<file path="src/rtl/timer_ctrl.sv">
`default_nettype none
// ============================================================================
//  Module      : timer_ctrl
//  Description : Start/stop run timer with one-shot and periodic modes,
//                terminal-count pulse and one-cycle completion pulse.
//  Revision    : 1.0 - initial release
// ============================================================================

module timer_ctrl #(
    parameter int WIDTH = 5
) (
    input  logic             clk,
    input  logic             reset,
    input  logic             start,
    input  logic             stop,
    input  logic             mode,
    input  logic [WIDTH-1:0] limit,
    output logic             start_ack,
    output logic             busy,
    output logic [WIDTH-1:0] count,
    output logic             tc,
    output logic             done,
    output logic [1:0]       state
);

    typedef enum logic [1:0] {
        IDLE = 2'b00,
        LOAD = 2'b01,
        RUN  = 2'b10,
        DONE = 2'b11
    } state_t;

    state_t           state_q;
    logic [WIDTH-1:0] count_q;
    logic [WIDTH-1:0] limit_q;
    logic             mode_q;
    logic             start_ack_q;
    logic             busy_q;
    logic             done_q;
    logic             at_limit;

    assign at_limit = (count_q == limit_q);

    always_ff @(posedge clk or posedge reset) begin
        if (reset) begin
            state_q     <= IDLE;
            count_q     <= '0;
            limit_q     <= '0;
            mode_q      <= 1'b0;
            start_ack_q <= 1'b0;
            busy_q      <= 1'b0;
            done_q      <= 1'b0;
        end else begin
            case (state_q)
                IDLE: begin
                    count_q <= '0;
                    if (start && !stop) begin
                        state_q     <= LOAD;
                        start_ack_q <= 1'b1;
                        busy_q      <= 1'b1;
                    end
                end
                LOAD: begin
                    limit_q     <= limit;
                    mode_q      <= mode;
                    count_q     <= '0;
                    start_ack_q <= 1'b0;
                    if (stop) begin
                        state_q <= IDLE;
                        busy_q  <= 1'b0;
                    end else begin
                        state_q <= RUN;
                    end
                end
                RUN: begin
                    // Abort outranks terminal count so a stop on the tc cycle never completes
                    if (stop) begin
                        state_q <= IDLE;
                        count_q <= '0;
                        busy_q  <= 1'b0;
                    end else if (at_limit) begin
                        if (mode_q) begin
                            count_q <= '0;
                        end else begin
                            state_q <= DONE;
                            done_q  <= 1'b1;
                        end
                    end else begin
                        count_q <= count_q + 1'b1;
                    end
                end
                DONE: begin
                    state_q <= IDLE;
                    count_q <= '0;
                    done_q  <= 1'b0;
                    busy_q  <= 1'b0;
                end
                default: begin
                    state_q <= IDLE;
                end
            endcase
        end
    end

    // stop gates tc combinationally so an abort on the terminal cycle shows no pulse
    assign tc        = (state_q == RUN) && at_limit && !stop;
    assign start_ack = start_ack_q;
    assign busy      = busy_q;
    assign done      = done_q;
    assign count     = count_q;
    assign state     = state_q;

endmodule

`default_nettype wire

</file>
<file path="config.mk">
export PLATFORM = sky130hd
export DESIGN_NAME = timer_ctrl
export DESIGN_NICKNAME = d
export VERILOG_FILES = /design/src/rtl/timer_ctrl.sv
export SDC_FILE = /design/constraint.sdc
export NUM_CORES = 1
export LEC_CHECK = 0
export ABC_AREA = 1
export CAP_MARGIN = 30
export CORE_MARGIN = 2
export CORE_UTILIZATION = 65
export DETAILED_ROUTE_END_ITERATION = 16
export DONT_BUFFER_PORTS = 1
export PLACE_DENSITY = 0.81
export SETUP_SLACK_MARGIN = 0.2
export SLEW_MARGIN = 5
export SYNTH_ARGS = -nofsm -noshare
export SYNTH_HDL_FRONTEND = slang
export SYNTH_SLANG_ARGS = --single-unit
</file>
<file path="constraint.sdc">
create_clock -name clk -period 2.1 [get_ports clk]
set_input_delay 0.42 -clock clk [delete_from_list [all_inputs] [get_ports clk]]
set_output_delay 0.42 -clock clk [all_outputs]
set_load 0.01 [all_outputs]
</file>
==> results.ini, run 1 <==
[run_status]
run_status = completed

[timing]
setup-tns-final_ns = 0
rsz0062_at_grt = no
skew_ns = 0.01213
fmax_mhz = 543.7
finalSetupViolations = 0
drv_slew = 0
period_minus_slack_ns = 1.839
tightest_slew_ns = 0.6115
post-route-period-util_pct = 87.59
slew_headroom_pct = 59.19
final-hold-violation-count = 0
timing.hold.ws_ns = 0.06721

[power]
p_leak_nw = 0.5219
ir_worst_vdd_mv = 0.6772
finalPower_mw = 1.268
pwr_density_cell_nw_per_um2 = 1189

[detailed_routing]
drt_iter0_drc = 28
wl_met2_um = 941
drt_wl_total_um = 1907
drcViolationCount = 0
wl_per_cell_um = 13.72
ant_nets = 0
met3_length_um = 123
drt_pass1_iterations = 4
via_per_inst = 5.734
routed.top_layer = met4
vias = 797
wl_met1_um = 804

[critical_path]
crit_top_cell = inv_2
path_delay_family = flip-flops
max_stage_delay_ns = 0.47
arrival_ns = 1.42
path_max_fanout = 5
critPathKind = flop to output port
crit_path_end_kind = output port
cp.required_ns = 1.68
crit_buf_inv = 3
crit_chain = inv_2, ha_4, inv_1, nor2_2, inv_2, nor2_4
startpoint_type = flop
cpMaxStageDelayCell = dfrtp_2

[final_layout]
final_cells = 139
num_antenna_cells = 0
seq_area_um2 = 406.6
nNetsFinal = 142
fillers = 93
design_area_um2 = 1066
mostFrequentLayoutCells = 40 x nand2_1, 16 x inv_1, 11 x dfrtp_1
layout-drive-gt1-share_pct = 19.35
area_delta_synth_final_pct = 11.23
mostFrequentLayoutCell = nand2_1
multiInputGateArea_um2 = 521.8

[clock_tree]
clock-sinks = 16
root_buffer = clkbuf_4
insertion_delay_ns = 0.30
clockBufferDepth = 2
cts_htree_levels = 1
clkTransAtPathRegs_ns = 0.10
cts_made_buffers = 3
postCtsHoldBufs = 0
cts_tree = yes

[logic_synthesis]
synth-edff-count = 0
synth_area_um2 = 958.4
syn_avg_cell_area_um2 = 8.054
synth-seq-cells = 16
synth_ff_type = dfrtp_1
synth.distinct_cells = 21
yosysTopAreaCellShare_pct = 41.78
synthTopCellsByArea = dfrtp_1 42%, nand2_1 16%, ha_1 9.1%
ys_seq_area_share_pct = 41.78
netlist.top_cell.by_area = dfrtp_1
syn-num-nets = 136
synthArstFlopShare_pct = 100.0
synthCells = 119
ys_warn_count = 0

[global_routing]
grt_pass1_vias = 792
antenna_found_initial = 0
gr-total-overflow = 0
grt_usage_pct = 24.10
grt_max_degree = 17
grt_pass1_wl_um = 3325

[placement]
placed_area_um2 = 973.4
portBuffers = 0
gp_congestion = 0.8977
place_hpwl_um = 1325
placedCellCount = 133

[floorplan]
coreArea_um2 = 1334
fp.dieH_um = 42.40
ioPinCount = 21
die_w_um = 42.40
rows = 13
die_area_um2 = 1798
initial_core_util_pct = 71.86

[job]
maxCapViolations = 0

[min_path]
hold_class = input pin to asynchronous set/reset pin

## power breakdown
group,internal [mW],leakage [nW],switching (mW)
sequential,0.414,0.196,0.113
clock,0.106,0.0210,0.103
combinational,0.197,0.305,0.336
## cell families (layout without fill, tap and decap cells)
| kind of cell | Yosys count | count (layout) | synth area share [%] |
|---|---|---|---|
| AOI/OAI and AO/OA | 9 | 9 | 5.092 |
| xor gates and xnor gates | 4 | 4 | 3.656 |
| adders and majority gates | 7 | 7 | 9.138 |
| buffers and inverters | 19 | 24 | 7.440 |
| DFF | 16 | 16 | 41.78 |
| muxes | 1 | 1 | 1.175 |
| and+or+nand+nor | 63 | 63 | 31.72 |
## sequential cells by signal (all words and copies together), names as in the netlist
name,count
count,5
limit_q,5
state,2
busy,1
done,1
mode_q,1
start_ack,1
## layout make-up
type | instances | share of cell area [%]
Multi-Input combinational cell | 84 | 48.94
Sequential cell | 16 | 38.15
Inverter | 18 | 6.338
Clock buffer | 4 | 3.404
Tap cell | 15 | 1.761
Timing Repair Buffer | 2 | 1.408
## final timing paths
kind / start / slack, ns / end / cells past startpoint
max: state[0] / 0.26 / tc / 6
min: reset / 0.07 / state[1] / 1
max reg2reg: state[1] / 0.49 / state[1] / 6
min reg2reg: limit_q[2] / 0.55 / limit_q[2] / 2
max in group asynchronous: reset / 1.59 / count[3] / 1
min in group clk: mode / 0.24 / mode_q / 2
## what timing repair did
action / 4_1_cts / 5_1_grt
setup endpoints to repair: 1 / 1
pin swaps: 1 / 1
hold endpoints to repair: 0 / 0
setup buffers: 0 / 2
gates resized for setup: 9 / 5
## stage by stage
| stage | util (%) | worst slack (ns) |
|---|---|---|
| after global placement | 72.98 | 0.4145 |
| after global routing | 79.93 | 0.1945 |
| after CTS | 77.39 | 0.2004 |
| after floorplan | - | 0.4757 |
| after detailed placement | 72.98 | 0.3417 |
| final | 79.93 | 0.2606 |
## synthesized netlist by cell type (2+ instances only)
master and instances:
nand4_1 7, dfrtp_1 16, ha_1 7, nand2_2 2, o21ai_0 6, nand2_1 40, xor2_1 2, inv_1 18
nand3_1 6, xnor2_1 2, nor2_1 3
## metal layers
layer / global-route usage [%] / vias to the layer above
li1: - / 386
met1: 30.14 / 375
met2: 40.31 / 31
met3: 4.310 / 5
met4: 10.63 / 0
met5: 0 / -
Power figures use the tool's default switching activity.
==> inputs of run 2 (changes only) <==
--- a/config.mk
+++ b/config.mk
@@ -6,9 +6,11 @@
 export NUM_CORES = 1
 export LEC_CHECK = 0
 export ABC_AREA = 1
+export ABC_CLOCK_PERIOD_IN_PS = 2100
 export CAP_MARGIN = 30
-export CORE_MARGIN = 2
+export CORE_MARGIN = 4
 export CORE_UTILIZATION = 65
+export CTS_CLUSTER_DIAMETER = 30
 export DETAILED_ROUTE_END_ITERATION = 16
 export DONT_BUFFER_PORTS = 1
 export PLACE_DENSITY = 0.81
==> results.ini, run 2 (synthesis results as in run 1) <==
[job]
maxCapViolations = 0

[clock_tree]
cts_htree_levels = 1
insertion_delay_ns = 0.29
cts_made_buffers = 3
clockBufferDepth = 2
root_buffer = clkbuf_4
clkTransAtPathRegs_ns = 0.09
clock-sinks = 16
cts_tree = yes

[global_routing]
grt_usage_pct = 22.42
grt_pass1_wl_um = 3284
antenna_found_initial = 0
gr-total-overflow = 0
grt_pass1_vias = 783
grt_max_degree = 17

[floorplan]
fp.dieH_um = 46.40
ioPinCount = 21
die_area_um2 = 2153
initial_core_util_pct = 70.99
die_w_um = 46.40
coreArea_um2 = 1350
rows = 13

[critical_path]
startpoint_type = flop
r2r_end = count[2]
path_max_fanout = 5
worst-r2r-cell-count = 9
arrival_ns = 1.45
critPathKind = flop to output port
rrSetupSlack_ns = 0.58
regToRegStartpoint = count[0]
cp.required_ns = 1.68
crit_path_end_kind = output port

[placement]
place_ws_ns = 0.3351
placed_area_um2 = 980.9
gp_congestion = 0.8383
portBuffers = 0
place_hpwl_um = 1576

[timing]
final-hold-violation-count = 0
drv_slew = 0
timing.hold.ws_ns = 0.07708
post-route-period-util_pct = 89.13
fmax_mhz = 534.3
setup_ws_ns = 0.2283
slew_headroom_pct = 59.48
period_minus_slack_ns = 1.872
finalSetupViolations = 0
rsz0062_at_grt = no
setup-tns-final_ns = 0
skew_ns = 0.004308
tightest_slew_ns = 0.6071

[final_layout]
design_area_um2 = 1069
fillers = 88
fin_util_pct = 79.15
num_antenna_cells = 0
area_delta_synth_final_pct = 11.49
mostFrequentLayoutCell = nand2_1
layout-drive-gt1-share_pct = 20.80
mostFrequentLayoutCells = 40 x nand2_1, 16 x inv_1, 10 x dfrtp_1
nNetsFinal = 144

[detailed_routing]
drt_wl_total_um = 2189
drt_pass1_iterations = 4
ant_nets = 0
wl_per_cell_um = 15.64
drcViolationCount = 0
vias = 809
drt_iter0_drc = 16
via_per_inst = 5.779

[run_status]
run_status = completed

[power]
ir_worst_vdd_mv = 0.5814
p_leak_nw = 0.5234
pwr_density_cell_nw_per_um2 = 1183

[min_path]
hold_class = input pin to asynchronous set/reset pin

run 2: changes by cell type in the layout (fill, tap and decap cells not counted):
cell / before / now
buf_4: 2 / 4
dfrtp_2: 5 / 6
clkbuf_8: 1 / 0
dfrtp_1: 11 / 10
run 2: worst max path at each step:
stage,startpoint,end,cells past startpoint
after detailed placement,state[0],tc,6
after floorplan,state[0],tc,6
after CTS,count[4],tc,3
after global placement,state[0],tc,6
after global routing,state[0],tc,6
final,state[0],tc,6
run 2: through the flow:
stage	std cells	power, mW
2_1_floorplan	119	0.8962
3_3_place_gp	134	0.9892
3_5_place_dp	134	1.015
4_1_cts	137	1.188
5_1_grt	140	1.349
6_report	140	1.265
run 2: worst max-delay path: stages, from the launching register on:
cell and delay [ns]:
dfrtp_2 0.47, inv_2 0.13, ha_4 0.15, inv_1 0.06, nor2_2 0.12, inv_2 0.09, nor2_4 0.14
run 2: repair_timing:
action	CTS	global route
endpoints found under the setup margin	1	1
setup buffers	0	3
cloned	0	0
hold buffers	0	0
pin swaps	0	1
resized for setup	8	7
run 2: routing by layer:
layer	part of all wire (%)	global-route usage (%)	vias to the layer above
met2	52	35.99	24
met3	4.2	4.297	4
met1	42	27.14	389
met4	2.1	14.20	0
li1	-	-	392
met5	0	0	-
run 2: final cells by class:
cell class                 instances  area (µm²)  area share [%]
inverter                          18       67.56           6.323
multi-input combinational         84       521.8           48.83
sequential                        16       407.9           38.17
timing repair buffer               4       30.03           2.810
clock buffer                       3       22.52           2.108
tap                               15       18.77           1.756
run 2: power by group:
part	leakage, nW	switching [mW]	internal, mW
clock network	0.0138	0.0962	0.0667
logic	0.315	0.350	0.221
registers	0.195	0.116	0.415
total	0.523	0.562	0.703
